--- config.mk ---
export PLATFORM = sky130hd
export DESIGN_NAME = pll_cfg_master
export DESIGN_NICKNAME = d
export VERILOG_FILES = /design/src/rtl/pll_cfg_pkg.sv /design/src/rtl/pll_cfg_timeout.sv /design/src/rtl/pll_cfg_master.sv
export SDC_FILE = /design/constraint.sdc
export NUM_CORES = 1
export LEC_CHECK = 0
export CAP_MARGIN = 30
export CORE_MARGIN = 2
export CORE_UTILIZATION = 61
export CTS_BUF_LIST = sky130_fd_sc_hd__clkbuf_8
export CTS_CLUSTER_DIAMETER = 80
export DETAILED_ROUTE_END_ITERATION = 8
export DONT_BUFFER_PORTS = 1
export PLACE_DENSITY = 0.77
export SETUP_SLACK_MARGIN = 0.1
export SLEW_MARGIN = 20
export SYNTH_ARGS = -nofsm -noshare
export SYNTH_HDL_FRONTEND = slang
export SYNTH_SLANG_ARGS = --single-unit
export TNS_END_PERCENT = 20
--- constraint.sdc ---
create_clock -name CLK -period 2.6 [get_ports CLK]
set_clock_uncertainty 0.15 [all_clocks]
set_input_delay 0.52 -clock CLK [delete_from_list [all_inputs] [get_ports CLK]]
set_output_delay 0.52 -clock CLK [all_outputs]
set_load 0.05 [all_outputs]
--- src/rtl/pll_cfg_pkg.sv ---
// Shared types and constants for the PLL dynamic-configuration bus master.
package pll_cfg_pkg;

  typedef enum logic [3:0] {
    ST_IDLE,
    ST_RD_REQ,
    ST_RD_WAIT,
    ST_MERGE,
    ST_WR_REQ,
    ST_WR_WAIT,
    ST_RST_PULSE,
    ST_LOCK_WAIT,
    ST_RESP
  } state_t;

  localparam logic [4:0] ADDR_CLKI_DIV  = 5'h00;
  localparam logic [4:0] ADDR_CLKFB_DIV = 5'h01;
  localparam logic [4:0] ADDR_CLKOP_DIV = 5'h02;
  localparam logic [4:0] ADDR_TRIM      = 5'h04;

  localparam logic [7:0] FULL_MASK = 8'hFF;

  function automatic logic [7:0] merge_bits(input logic [7:0] rd,
                                            input logic [7:0] wd,
                                            input logic [7:0] mask);
    return (rd & ~mask) | (wd & mask);
  endfunction

endpackage

--- src/rtl/pll_cfg_timeout.sv ---
// Loadable down-counter that saturates at zero; expired while the count is zero.
module pll_cfg_timeout (
  input  logic       i_clk,
  input  logic       i_rst_n,
  input  logic       i_load,
  input  logic [7:0] i_load_val,
  output logic       o_expired
);

  logic [7:0] r_cnt;

  always_ff @(posedge i_clk or negedge i_rst_n) begin
    if (!i_rst_n) begin
      r_cnt <= 8'd0;
    end else if (i_load) begin
      r_cnt <= i_load_val;
    end else if (r_cnt != 8'd0) begin
      r_cnt <= r_cnt - 8'd1;
    end
  end

  assign o_expired = (r_cnt == 8'd0);

endmodule

--- src/rtl/pll_cfg_master.sv ---
// Sequences single read / write / masked RMW commands onto the EHXPLLJ
// configuration bus, with optional PLLRST pulse and LOCK wait after a write.
module pll_cfg_master
  import pll_cfg_pkg::*;
#(
  parameter int unsigned TIMEOUT_CYC = 255,
  parameter int unsigned RST_CYC     = 4
) (
  input  logic       CLK,
  input  logic       RST_N,
  input  logic       CMD_VALID,
  output logic       CMD_READY,
  input  logic       CMD_WE,
  input  logic [4:0] CMD_ADDR,
  input  logic [7:0] CMD_WDATA,
  input  logic [7:0] CMD_MASK,
  input  logic       CMD_RST,
  output logic       RSP_VALID,
  output logic [7:0] RSP_RDATA,
  output logic       RSP_ERR,
  output logic       PLLSTB,
  output logic       PLLWE,
  output logic [4:0] PLLADDR,
  output logic [7:0] PLLDATI,
  input  logic [7:0] PLLDATO,
  input  logic       PLLACK,
  output logic       PLLRST,
  input  logic       LOCK
);

  // The timer counts down from N-1 so a wait window spans exactly N cycles.
  localparam logic [7:0] TMO_LOAD = 8'(TIMEOUT_CYC - 1);
  localparam logic [7:0] RST_LOAD = 8'(RST_CYC - 1);

  state_t     r_state;
  state_t     w_state_nxt;
  logic       w_tmr_load;
  logic [7:0] w_tmr_val;
  logic       w_expired;
  logic       w_cap;
  logic       w_tmo;
  logic       w_accept;

  logic       r_we;
  logic       r_rst;
  logic [7:0] r_wdata;
  logic [7:0] r_mask;
  logic [7:0] r_rd;
  logic       r_stb;
  logic       r_plwe;
  logic [4:0] r_addr;
  logic [7:0] r_dati;
  logic       r_pllrst;
  logic [7:0] r_rsp_rdata;
  logic       r_rsp_err;
  logic       r_lock_s1;
  logic       r_lock_s2;

  pll_cfg_timeout u_timer (
    .i_clk      (CLK),
    .i_rst_n    (RST_N),
    .i_load     (w_tmr_load),
    .i_load_val (w_tmr_val),
    .o_expired  (w_expired)
  );

  assign w_accept = (r_state == ST_IDLE) && CMD_VALID;

  always_ff @(posedge CLK or negedge RST_N) begin
    if (!RST_N) r_state <= ST_IDLE;
    else        r_state <= w_state_nxt;
  end

  always_comb begin
    w_state_nxt = r_state;
    w_tmr_load  = 1'b0;
    w_tmr_val   = TMO_LOAD;
    w_cap       = 1'b0;
    w_tmo       = 1'b0;
    case (r_state)
      ST_IDLE: begin
        if (CMD_VALID) begin
          w_tmr_load  = 1'b1;
          w_state_nxt = (!CMD_WE || CMD_MASK != FULL_MASK) ? ST_RD_REQ : ST_WR_REQ;
        end
      end
      ST_RD_REQ, ST_RD_WAIT: begin
        if (PLLACK) begin
          w_cap       = 1'b1;
          w_state_nxt = r_we ? ST_MERGE : ST_RESP;
        end else if (w_expired) begin
          w_tmo       = 1'b1;
          w_state_nxt = ST_RESP;
        end else begin
          w_state_nxt = ST_RD_WAIT;
        end
      end
      ST_MERGE: begin
        w_tmr_load  = 1'b1;
        w_state_nxt = ST_WR_REQ;
      end
      ST_WR_REQ, ST_WR_WAIT: begin
        if (PLLACK) begin
          if (r_rst) begin
            w_tmr_load  = 1'b1;
            w_tmr_val   = RST_LOAD;
            w_state_nxt = ST_RST_PULSE;
          end else begin
            w_state_nxt = ST_RESP;
          end
        end else if (w_expired) begin
          w_tmo       = 1'b1;
          w_state_nxt = ST_RESP;
        end else begin
          w_state_nxt = ST_WR_WAIT;
        end
      end
      ST_RST_PULSE: begin
        if (w_expired) begin
          w_tmr_load  = 1'b1;
          w_state_nxt = ST_LOCK_WAIT;
        end
      end
      ST_LOCK_WAIT: begin
        if (r_lock_s2) begin
          w_state_nxt = ST_RESP;
        end else if (w_expired) begin
          w_tmo       = 1'b1;
          w_state_nxt = ST_RESP;
        end
      end
      ST_RESP: w_state_nxt = ST_IDLE;
      default: w_state_nxt = ST_IDLE;
    endcase
  end

  // Bus outputs are registered from the next state so they never glitch.
  always_ff @(posedge CLK or negedge RST_N) begin
    if (!RST_N) begin
      r_stb       <= 1'b0;
      r_plwe      <= 1'b0;
      r_pllrst    <= 1'b0;
      r_addr      <= 5'd0;
      r_dati      <= 8'd0;
      r_we        <= 1'b0;
      r_rst       <= 1'b0;
      r_wdata     <= 8'd0;
      r_mask      <= 8'd0;
      r_rd        <= 8'd0;
      r_rsp_rdata <= 8'd0;
      r_rsp_err   <= 1'b0;
      r_lock_s1   <= 1'b0;
      r_lock_s2   <= 1'b0;
    end else begin
      r_lock_s1 <= LOCK;
      r_lock_s2 <= r_lock_s1;
      r_stb     <= w_state_nxt inside {ST_RD_REQ, ST_RD_WAIT, ST_WR_REQ, ST_WR_WAIT};
      r_plwe    <= w_state_nxt inside {ST_WR_REQ, ST_WR_WAIT};
      r_pllrst  <= (w_state_nxt == ST_RST_PULSE);
      if (w_accept) begin
        r_addr  <= CMD_ADDR;
        r_wdata <= CMD_WDATA;
        r_dati  <= CMD_WDATA;
        r_mask  <= CMD_MASK;
        r_we    <= CMD_WE;
        r_rst   <= CMD_RST;
        r_rd    <= 8'd0;
      end
      if (w_cap) r_rd <= PLLDATO;
      if (r_state == ST_MERGE) r_dati <= merge_bits(r_rd, r_wdata, r_mask);
      // Response fields change only on entry to RESP, so they hold between pulses.
      if (w_state_nxt == ST_RESP && r_state != ST_RESP) begin
        r_rsp_err   <= w_tmo;
        r_rsp_rdata <= w_cap ? PLLDATO : r_rd;
      end
    end
  end

  assign CMD_READY = (r_state == ST_IDLE);
  assign RSP_VALID = (r_state == ST_RESP);
  assign RSP_RDATA = r_rsp_rdata;
  assign RSP_ERR   = r_rsp_err;
  assign PLLSTB    = r_stb;
  assign PLLWE     = r_plwe;
  assign PLLADDR   = r_addr;
  assign PLLDATI   = r_dati;
  assign PLLRST    = r_pllrst;

endmodule
# Yosys cells after proc, flatten, opt, wreduce, memory -nomap -nowiden
# Index checks and enable logic that the tools add are counted.
dict set report op_classes {
  eq_ne 16
  n_addsub 1
  shifts 0
  magnitude_cmp 0
  mul 0
  n_reduce_logical 15
  n_bitwise 4
  n_mux 32
  n_div 0
}
# operator count
set ops {}
lappend ops {{2-to-1 mux 8 bit} 10}
lappend ops {{2-to-1 mux 4 bit} 10}
lappend ops {{== test 4 x 3 -> 1 bit (second input constant)} 7}
lappend ops {{one-hot mux 4 bit (6 select lines)} 1}
lappend ops {{AND 8 bit} 2}
lappend ops {{== test 4 x 2 -> 1 bit (second input constant)} 3}
lappend ops {{== test 4 x 1 -> 1 bit (second input constant)} 2}
lappend ops {{== test 4 bit (second input constant)} 2}
lappend ops {{logical NOT 8 bit} 1}
lappend ops {{2-to-1 mux 1 bit} 8}
lappend ops {{!= test 8 bit (second input constant)} 1}
lappend ops {{inverter 8 bit} 1}
lappend ops {{OR 8 bit} 1}
lappend ops {{nonzero test 2 bit} 4}
lappend ops {{nonzero test 8 bit} 1}
lappend ops {{subtractor 8 x 1 -> 8 bit (second input constant)} 1}
lappend ops {{logical NOT 4 bit} 1}
lappend ops {{!= test 4 bit (second input constant)} 1}
lappend ops {{one-hot mux 1 bit (4 select lines)} 1}
lappend ops {{nonzero test 4 bit} 1}
lappend ops {{OR reduction 2 bit} 2}
lappend ops {{OR reduction 4 bit} 1}
lappend ops {{2-to-1 mux 3 bit} 1}
lappend ops {{logical AND 1 bit} 2}
lappend ops {{other kinds (3)} 3}
dict set report totals {
  wordCells 84
  n_memories 0
  mem_bits_rw 0
  latch_bits 0
  regBits 65
  in_bits 36
  rom_bits 0
  out_inout_bits 27
}

# Longest topological paths before layout
# Gate-level depths: netlist (run 1).
dict set report logic_depth {
  depth_word 7
  depth_mapped 8
  mapped_depth_nobuf 7
}

# Cells and area by module
# A second synthesis (run 1) with hierarchy kept.
dict set report hier_totals {
  cells_unflattened 307
  area_unflattened_um2 3066.7
}
# mod area_each_um2 cells_per_inst instances seq_area_each_um2
set by_module_without_submodules {}
lappend by_module_without_submodules {pll_cfg_master 2590.0 253 1 1426.4}
lappend by_module_without_submodules {pll_cfg_timeout 476.7 54 1 200.2}

# Worst setup path after synthesis (run 1)
# OpenSTA, ideal clock, no wires.
dict set report synth_timing {
  path_type {flip-flop to output port}
  from {register r_state[0]}
  to {output RSP_VALID}
  t_arrival_ns 2.137
  t_required_ns 1.930
  path_stages_with_launch 3
  setup_slack_ns -0.207
  n_path_buf 1
  cell_sequence {dfrtp_1 > clkbuf_1 > nor4_1}
}
dict set report synth_between {
  elab_chain_len 1
}
# item line
set synth_lines {}
lappend synth_lines {{start: declaration} pll_cfg_master.sv:35} ;# state_t r_state;
lappend synth_lines {{start signal: assignment} pll_cfg_master.sv:71} ;# else r_state <= w_state_nxt;
lappend synth_lines {{== test 4 bit} pll_cfg_master.sv:180} ;# assign RSP_VALID = (r_state == ST_RESP);
lappend synth_lines {{end: declaration} pll_cfg_master.sv:18} ;# output logic RSP_VALID,
# Every way passes these cells.

# Final worst setup path (run 1)
dict set report layout_timing {
  from {register u_timer.r_cnt[0]}
  to {register r_rsp_err, in the netlist RSP_ERR}
}
dict set report layout_between {
  elab_chain_len 6
  elab_cells_between_ends 15
}
# item line
set layout_lines {}
lappend layout_lines {{start: declaration} pll_cfg_timeout.sv:10} ;# logic [7:0] r_cnt;
lappend layout_lines {{start signal: assignment} pll_cfg_timeout.sv:16} ;# r_cnt <= i_load_val;
lappend layout_lines {{start signal: assignment} pll_cfg_timeout.sv:18} ;# r_cnt <= r_cnt - 8'd1;
lappend layout_lines {{logical NOT 8 bit *} pll_cfg_timeout.sv:22} ;# assign o_expired = (r_cnt == 8'd0);
lappend layout_lines {{2-to-1 mux 4 bit, on equally long branches} {pll_cfg_master.sv:127, pll_cfg_master.sv:91, pll_cfg_master.sv:111}}
lappend layout_lines {{2-to-1 mux 4 bit, on equally long branches} {pll_cfg_master.sv:125, pll_cfg_master.sv:88, pll_cfg_master.sv:103}}
lappend layout_lines {{one-hot mux 4 bit (6 select lines)} pll_cfg_master.sv:80} ;# case (r_state)
lappend layout_lines {{== test 4 bit} pll_cfg_master.sv:172} ;# if (w_state_nxt == ST_RESP && r_state != ST_RESP) begin
lappend layout_lines {{logical AND 1 bit} pll_cfg_master.sv:172}
lappend layout_lines {{end signal: assignment} pll_cfg_master.sv:173} ;# r_rsp_err <= w_tmo;
lappend layout_lines {{end: declaration} pll_cfg_master.sv:55} ;# logic r_rsp_err;
# Mark *: on every way between the ends. The rest lies on a longest branch, timed or not.
# A chain may end at the register's enable or synchronous reset.

==> flow_summary.ini, run 1 <==
[outcome]
status = finished clean

[synth]
ys.flop_type = dfrtp_1
synth_xor_area_share_pct = 1.78
yosys_warnings = 0
synthSimpleGateAreaFrac_pct = 20.5
synth_seq_cells = 65
synth_enable_flop_cells = 0
syn_area_per_cell_sq_um = 9.95
netlist_area_sq_um = 2950
syn_inst = 296
synth_top_family_by_area = simple AND/OR/NAND/NOR gates
synthAdderAreaFrac_pct = 0.425
synth_compound_area_share_pct = 9.86
async_flop_share_pct = 100
synthMuxAreaShare_pct = 8.16
synth_cell_types = 42
synth-seq-area-share_pct = 55.2
syn-num-nets = 333

[worst_setup_path]
worstSetupEndpointType = flop
critPathLaunchType = flop
reg2reg_from = u_timer.r_cnt[0]
r2r-end = RSP_ERR
regToRegSetupSlack_ns = 0.25
worstPathMaxFanout = 11
crit_required_ns = 2.68
cp.arrival_ns = 2.44
r2r_cells = 7
criticalPathCategory = flop to flop

[power_and_ir_drop]
ir_drop_v = 0.000948
p_leak_uw = 0.00167
p_total_uw = 4940
power_density_nw_per_um2 = 1490

[placement]
post-dp-hpwl_mm = 4.24
gp_congestion = 0.864
io_buffers = 0
dpl.cell_count = 347
dp_slack_ns = 0.285

[floorplanning]
fp.dieW_um = 73.5
row_count = 25
ios = 63
dieArea_sq_um = 5400
die_y_um = 73.5
core_sq_um = 4690
start_util_pct = 62.8

[clocking]
clockBufferDepth = 2
cts_tree = done
h-tree-depth = 3
numCtsBuffers = 9
cts_root_buf = clkbuf_8
cts_sinks = 65
clock_insertion_delay_worst_skew_ns = 0.34
clk_pin_slew_ns = 0.07
post_cts_buffers = 0

[sta]
setup_viol = 0
period_minus_slack_ns = 2.35
rsz0062_at_grt = no
period_share_pct = 90.5
setup_tns_ns = 0
worst_slew_pin_slew_ns = 0.624
fmax_ghz = 0.425
slew_violations = 0
worst_slack_ns = 0.246
slew-limit-headroom_pct = 58.2
hold_violations = 0

[global_route]
grt_max_degree = 66
antenna_found_initial = 0
grt-ovfl-total = 0
groute.usage.overall_pct = 25.6
grt_pass1_wl_mm = 10.2
grt_pass1_vias = 2126

[layout]
area_delta_synth_final_pct = 12.7
instances_no_fill = 365
drive_gt1_share_pct = 11.9
antennaDiodeCount = 0
nets = 343
final_util_pct = 70.8

[drt]
ant_nets = 0
via_count = 2128
routed_via_density = 5.83
drt-initial-drc-count = 149
drc = 0
drtPass1Iterations = 4
drt_wl_total_mm = 6.31
post_drt_wl_per_cell_um = 17.3

[flow_run]
maxCapViolCount = 0

[worst_hold_path]
hp-class = input port to flop
hp-start = LOCK
hold_depth = 0
min_to = r_lock_s1
[area by class of cell]
cell class,count,area (sq um)
fill,349,1370
clock inverter,6,106
timing repair buffer,12,113
inverter,14,52.6
clock buffer,10,138
multi-input combinational,204,1220
tap,54,67.6
sequential,65,1630
[report_power, final]
group | leakage [uW] | switching (uW) | total [uW] | internal [uW]
Clock | 0.000124 | 380 | 1040 | 658
Sequential | 0.000810 | 930 | 2370 | 1440
Combinational | 0.000740 | 884 | 1530 | 646
Total | 0.00167 | 2190 | 4940 | 2740
[sequential cells by signal (all words and copies together) (netlist names)]
register / count
PLLDATI: 8
RSP_RDATA: 8
r_mask: 8
r_rd: 8
r_wdata: 8
u_timer.r_cnt: 8
PLLADDR: 5
r_state: 4
PLLRST: 1
PLLSTB: 1
PLLWE: 1
RSP_ERR: 1
r_lock_s1: 1
r_lock_s2: 1
r_rst: 1
r_we: 1
[per-layer routing]
metal	share of wire (%)	track usage [%]	vias to the layer above	wire length, um
met1	44	34.2	1044	2760
met5	0	0	-	0
li1	-	-	1010	-
met2	47	38.4	62	2970
met4	2.3	11.5	0	146
met3	6.9	8.09	12	435
[synth_stat cells (2+ instances only)]
cell type	n	area, sq um
buf_6	2	22.5
nor4_1	2	12.5
nand2b_1	4	25.0
nor2_1	16	60.1
nand3_1	6	30.0
buf_2	2	10.0
o21ai_0	6	30.0
and2_1	3	18.8
inv_1	13	48.8
a21o_1	3	22.5
o21ai_1	9	45.0
dfrtp_1	65	1630
a31oi_1	2	12.5
clkbuf_1	9	33.8
xnor2_1	5	43.8
nor3_1	5	25.0
a211oi_1	2	15.0
nand2_1	85	319
mux2i_1	24	240
o211ai_1	8	60.1
nor2b_1	2	12.5
or4b_1	2	20.0
or3_1	2	12.5
[worst max path at each step]
stage	depth (start not counted)	from	slack, ns	end
floorplan	6	r_state[1]	0.27	u_timer.r_cnt[2]
global placement	7	u_timer.r_cnt[0]	0.37	RSP_ERR
detailed placement	7	u_timer.r_cnt[0]	0.28	RSP_ERR
CTS	7	u_timer.r_cnt[0]	0.25	RSP_ERR
global route	7	u_timer.r_cnt[0]	0.16	RSP_ERR
finish	7	u_timer.r_cnt[0]	0.25	RSP_ERR
[critical path, stage by stage, from the launching register on]
cell and delay (ns):
dfrtp_1 0.38, inv_1 0.12, ha_1 0.24, or4b_4 0.52
o31ai_2 0.30, a22oi_1 0.13, buf_4 0.21, a21o_1 0.18
[kinds of logic after synthesis]
kind of cell	after synthesis
simple gates	134
flops	65
compound gates	39
buf+inv	27
mux	24
xor+xnor	6
fa+ha+maj	1
[per-stage QoR]
step                      area [sq um]  hold WS (ns)
after detailed placement          3040        0.0767
after CTS                         3320        0.0496
after global placement            3040        0.0768
after floorplan                   2960        0.0744
after global routing              3320        0.0437
final                             3320        0.0592
[layout by cell type, fill, tap and decap left out, drive strengths merged, types with 2 or more instances in the layout]
cell and n:
nor2 16, a31oi 2, o21ai 15, o211ai 9, a21o 3, xnor2 5
nor4 3, nand2 85, nor3 5, nand2b 4, inv 15, a211oi 2
clkbuf 10, and2 3, buf 11, mux2i 24, or3 2, bufinv 3
nor2b 2, dfrtp 65, nand3 6, or4b 3
[timing repair]
action                                 CTS  global route
hold buffers                             2             0
resized for setup                        0             1
endpoints found under the hold margin   65             0
setup endpoints to repair                0             3
No activity file was read; power rests on OpenSTA's default activity.
==> run 2: changes to the inputs <==
Settings changed: CORE_MARGIN 2 to not set, SLEW_MARGIN 20 to not set.
==> flow_summary.ini, run 2 (synthesis gave the netlist of run 1 again) <==
[sta]
fmax_ghz = 0.438
worst_slew_pin_slew_ns = 0.656
slew_violations = 0
rsz0062_at_grt = no
slew-limit-headroom_pct = 56.0
hold_violations = 0
holdWs_ns = 0.0568
period_minus_slack_ns = 2.28
worst_slack_ns = 0.316
setup_viol = 0
setup_tns_ns = 0
period_share_pct = 87.8

[placement]
gp_congestion = 0.832
dp_slack_ns = 0.337
post-dp-hpwl_mm = 4.43
io_buffers = 0

[clocking]
cts_root_buf = clkbuf_8
cts_sinks = 65
ctsResizeCount = 0
clock_insertion_delay_worst_skew_ns = 0.34
cts_tree = done
h-tree-depth = 3
clk_pin_slew_ns = 0.07
clockBufferDepth = 2
numCtsBuffers = 9

[drt]
via_count = 2121
post_drt_wl_per_cell_um = 17.7
drt-initial-drc-count = 117
drt_wl_total_mm = 6.46
routed_via_density = 5.81
drc = 0
drtPass1Iterations = 4
ant_nets = 0

[floorplanning]
start_util_pct = 65.4
row_count = 24
core_sq_um = 4500
dieArea_sq_um = 5110
ios = 63
fp.dieW_um = 71.5
die_y_um = 71.5

[global_route]
grt_pass1_wl_mm = 10.7
antenna_found_initial = 0
grt-ovfl-total = 0
grt_max_degree = 66
groute.usage.overall_pct = 28.1
grt_pass1_vias = 2220
top_usage_layer = met2
grt_util_met1_pct = 36.6
grt.met3_usage_pct = 9.99
met2_usage_pct = 43.6

[layout]
antennaDiodeCount = 0
final_util_pct = 73.2
nets = 345
area_delta_synth_final_pct = 11.9
layout_common_cells = 85 x nand2_1, 65 x dfrtp_1, 24 x mux2i_1
drive_gt1_share_pct = 12.1
final_common_cell = nand2_1

[power_and_ir_drop]
power_frac_comb_pct = 32.9
p_leak_uw = 0.00166
power_density_nw_per_um2 = 1450
ir_drop_v = 0.000845
swShare_pct = 46.4
power_frac_clock_pct = 17.6
p_seq_share_pct = 49.5
p_sw_uw = 2220
internal_power_uw = 2560

[worst_setup_path]
criticalPathCategory = flop to flop
critPathLaunchType = flop
crit_required_ns = 2.68
cp.arrival_ns = 2.37
crit_chain = inv_1, ha_1, or4b_4, o31ai_2, a22oi_1, buf_4, a21o_1
worstPathMaxFanout = 11
max_stage_delay_ns = 0.52
worstSetupEndpointType = flop
critPathSlowestCell = or4b_4

[flow_run]
maxCapViolCount = 0

[outcome]
status = finished clean

[worst_hold_path]
hp-class = input port to flop
## run 2: cell count changes in the layout (fill, tap and decap cells not counted)
cell	change
buf_12	+1
buf_4	+1
nand2_1	+1
clkinv_2	+1
bufinv_16	-2
nand2_2	-1
clkinvlp_4	+1
## run 2: worst paths after layout
path / startpoint / end / slack, ns / cells after the start
worst max-delay path: u_timer.r_cnt[0] / RSP_ERR / 0.32 / 7
worst min register to register: r_lock_s1 / r_lock_s2 / 0.20 / 0
min in group asynchronous: RST_N / u_timer.r_cnt[3] / 0.57 / 2
worst min-delay path: LOCK / r_lock_s1 / 0.06 / 0
max in group asynchronous: RST_N / r_state[2] / 1.46 / 2
worst max register to register: u_timer.r_cnt[0] / RSP_ERR / 0.32 / 7
## run 2: power by group through the flow
stage	clock, uW	combinational, uW	sequential (uW)
after floorplan	0	1230	2280
after detailed placement	0	1550	2370
final	841	1570	2370
after global routing	888	1770	2420
after global placement	0	1480	2350
after CTS	854	1590	2360
## run 2: per-stage QoR
stage,total power [uW],instances,area [sq um]
final,4780,365,3300
after global routing,5070,365,3300
after CTS,4800,365,3300
after detailed placement,3920,347,3060
after global placement,3830,347,3060
after floorplan,3500,296,2960
## run 2: layout make-up
class	instances	area [sq um]
Tap cell	52	65.1
Clock buffer	10	138
Multi-Input combinational cell	204	1210
Timing Repair Buffer	14	140
Inverter	14	52.6
Clock inverter	6	58.8
Sequential cell	65	1630
Fill cell	324	1210
## run 2: metal layers
| metal | part of all wire (%) | vias to the layer above |
|---|---|---|
| li1 | - | 1015 |
| met4 | 1.7 | 0 |
| met1 | 43 | 1019 |
| met3 | 7.4 | 16 |
| met5 | 0 | - |
| met2 | 48 | 71 |
## run 2: timing repair
| action | CTS | global route |
|---|---|---|
| setup buffers | 0 | 0 |
| hold buffers | 2 | 0 |
| endpoints found under the hold margin | 65 | 0 |
## run 2: critical path, delay by kind of cell, from the launching register on
family | cells | cell delay [ns]
AO/OA/AOI/OAI | 3 | 0.57
AND/OR/NAND/NOR | 1 | 0.52
flip-flops | 1 | 0.37
buffers and inverters | 2 | 0.33
adder cells (fa/ha/maj) | 1 | 0.23
==> run 3: changes to the inputs <==
Settings changed: CORE_UTILIZATION 61 to 52, DONT_BUFFER_PORTS 1 to not set, PLACE_DENSITY 0.77 to 0.81, REMOVE_ABC_BUFFERS set to 1.
==> flow_summary.ini, run 3 (synthesis gave the netlist of run 1 again) <==
[outcome]
status = finished clean

[floorplanning]
die_y_um = 77.3
ios = 63
row_count = 27
dieArea_sq_um = 5970
fp.dieW_um = 77.3
start_util_pct = 53.8
core_sq_um = 5470

[sta]
setup_tns_ns = 0
slew_violations = 0
slew-limit-headroom_pct = 53.6
period_minus_slack_ns = 2.29
setup_viol = 0
worst_slew_pin_slew_ns = 0.693
hold_violations = 0
rsz0062_at_grt = no
period_share_pct = 88.2
fmax_ghz = 0.436

[clocking]
cts_root_buf = clkbuf_8
ctsResizeCount = 0
post_cts_buffers = 0
cts_hold_buf = 0
h-tree-depth = 3
clockBufferDepth = 2
clk_pin_slew_ns = 0.07
numCtsBuffers = 9
clock_insertion_delay_worst_skew_ns = 0.32
cts_tree = done
cts_sinks = 65

[layout]
multi_input_area_sq_um = 1200
drive_gt1_share_pct = 9.95
final.fill_count = 432
layout_common_cells = 85 x nand2_1, 65 x dfrtp_1, 59 x clkdlybuf4s50_1
nets = 405
final_common_cell = nand2_1
area_delta_synth_final_pct = 32.2
regArea_sq_um = 1630
antennaDiodeCount = 0

[placement]
io_buffers = 62
post-dp-hpwl_mm = 4.71
gp_congestion = 0.824

[worst_setup_path]
crit_required_ns = 2.66
critPathLaunchType = flop
criticalPathCategory = flop to flop
worstSetupEndpointType = flop
worstPathMaxFanout = 7
cp.arrival_ns = 2.35

[drt]
drc = 0
routed_via_density = 5.27
drtPass1Iterations = 4
ant_nets = 0
via_count = 2340
drt-initial-drc-count = 177
drt_wl_total_mm = 6.78
post_drt_wl_per_cell_um = 15.3

[power_and_ir_drop]
p_leak_uw = 0.00189
ir_drop_v = 0.000758
p_total_uw = 5190
power_density_nw_per_um2 = 1330

[global_route]
groute.usage.overall_pct = 25.2
grt_pass1_wl_mm = 11.5
met2_usage_pct = 39.4
top_usage_layer = met2
grt-ovfl-total = 0
antenna_found_initial = 0
grt.met3_usage_pct = 4.52
grt_pass1_vias = 2380
grt_max_degree = 66
grt_util_met1_pct = 34.5

[worst_hold_path]
hp-class = input port to asynchronous set/reset pin

[flow_run]
maxCapViolCount = 0
run 3: layout make-up:
cell class / instances / area share (%)
clock buffers: 10 / 3.54
clock inverters: 5 / 1.86
inverters: 14 / 1.35
multi-input cells: 204 / 30.8
flip-flops and latches: 65 / 41.8
well taps: 72 / 2.31
repair buffers: 74 / 18.3
run 3: worst paths after layout:
| kind | start | end | slack [ns] | cells past startpoint |
|---|---|---|---|---|
| min | RST_N | PLLADDR[4] | 0.05 | 2 |
| min reg2reg | r_lock_s1 | r_lock_s2 | 0.20 | 0 |
| min in group CLK | r_lock_s1 | r_lock_s2 | 0.20 | 0 |
| max | u_timer.r_cnt[0] | RSP_ERR | 0.31 | 7 |
| max reg2reg | u_timer.r_cnt[0] | RSP_ERR | 0.31 | 7 |
| max in group asynchronous | RST_N | r_lock_s2 | 1.98 | 2 |
run 3: report_power, final:
group / total [uW] / switching [uW] / leakage, uW / internal [uW]
Sequential: 1810 / 359 / 0.000810 / 1450
Combinational: 2460 / 1520 / 0.000969 / 946
Clock: 917 / 365 / 0.000115 / 553
Total: 5190 / 2240 / 0.00189 / 2950
run 3: worst max-delay path, stage by stage, from the launching register on:
cell and delay (ns):
dfrtp_1 0.38, inv_1 0.11, ha_1 0.22, or4b_4 0.53, o31ai_2 0.25, a22oi_1 0.14, buf_4 0.21, a21o_1 0.18
run 3: per-layer routing:
layer | routed length [um] | vias up | part of all wire (%)
li1 | - | 1135 | -
met1 | 2980 | 1133 | 44
met2 | 3410 | 64 | 50
met3 | 284 | 8 | 4.2
met4 | 98 | 0 | 1.4
met5 | 0 | - | 0
run 3: per-stage QoR:
stage	instance area (sq um)	utilization, %	worst slack, ns	cells	hold WS [ns]
4_1_cts	3890	71.1	0.309	444	0.0550
3_5_place_dp	3680	67.3	0.158	429	0.193
3_3_place_gp	3680	67.3	0.217	429	0.184
6_report	3890	71.1	0.306	444	0.0485
5_1_grt	3890	71.1	0.145	444	0.0664
2_1_floorplan	2880	-	-0.549	283	0.0744
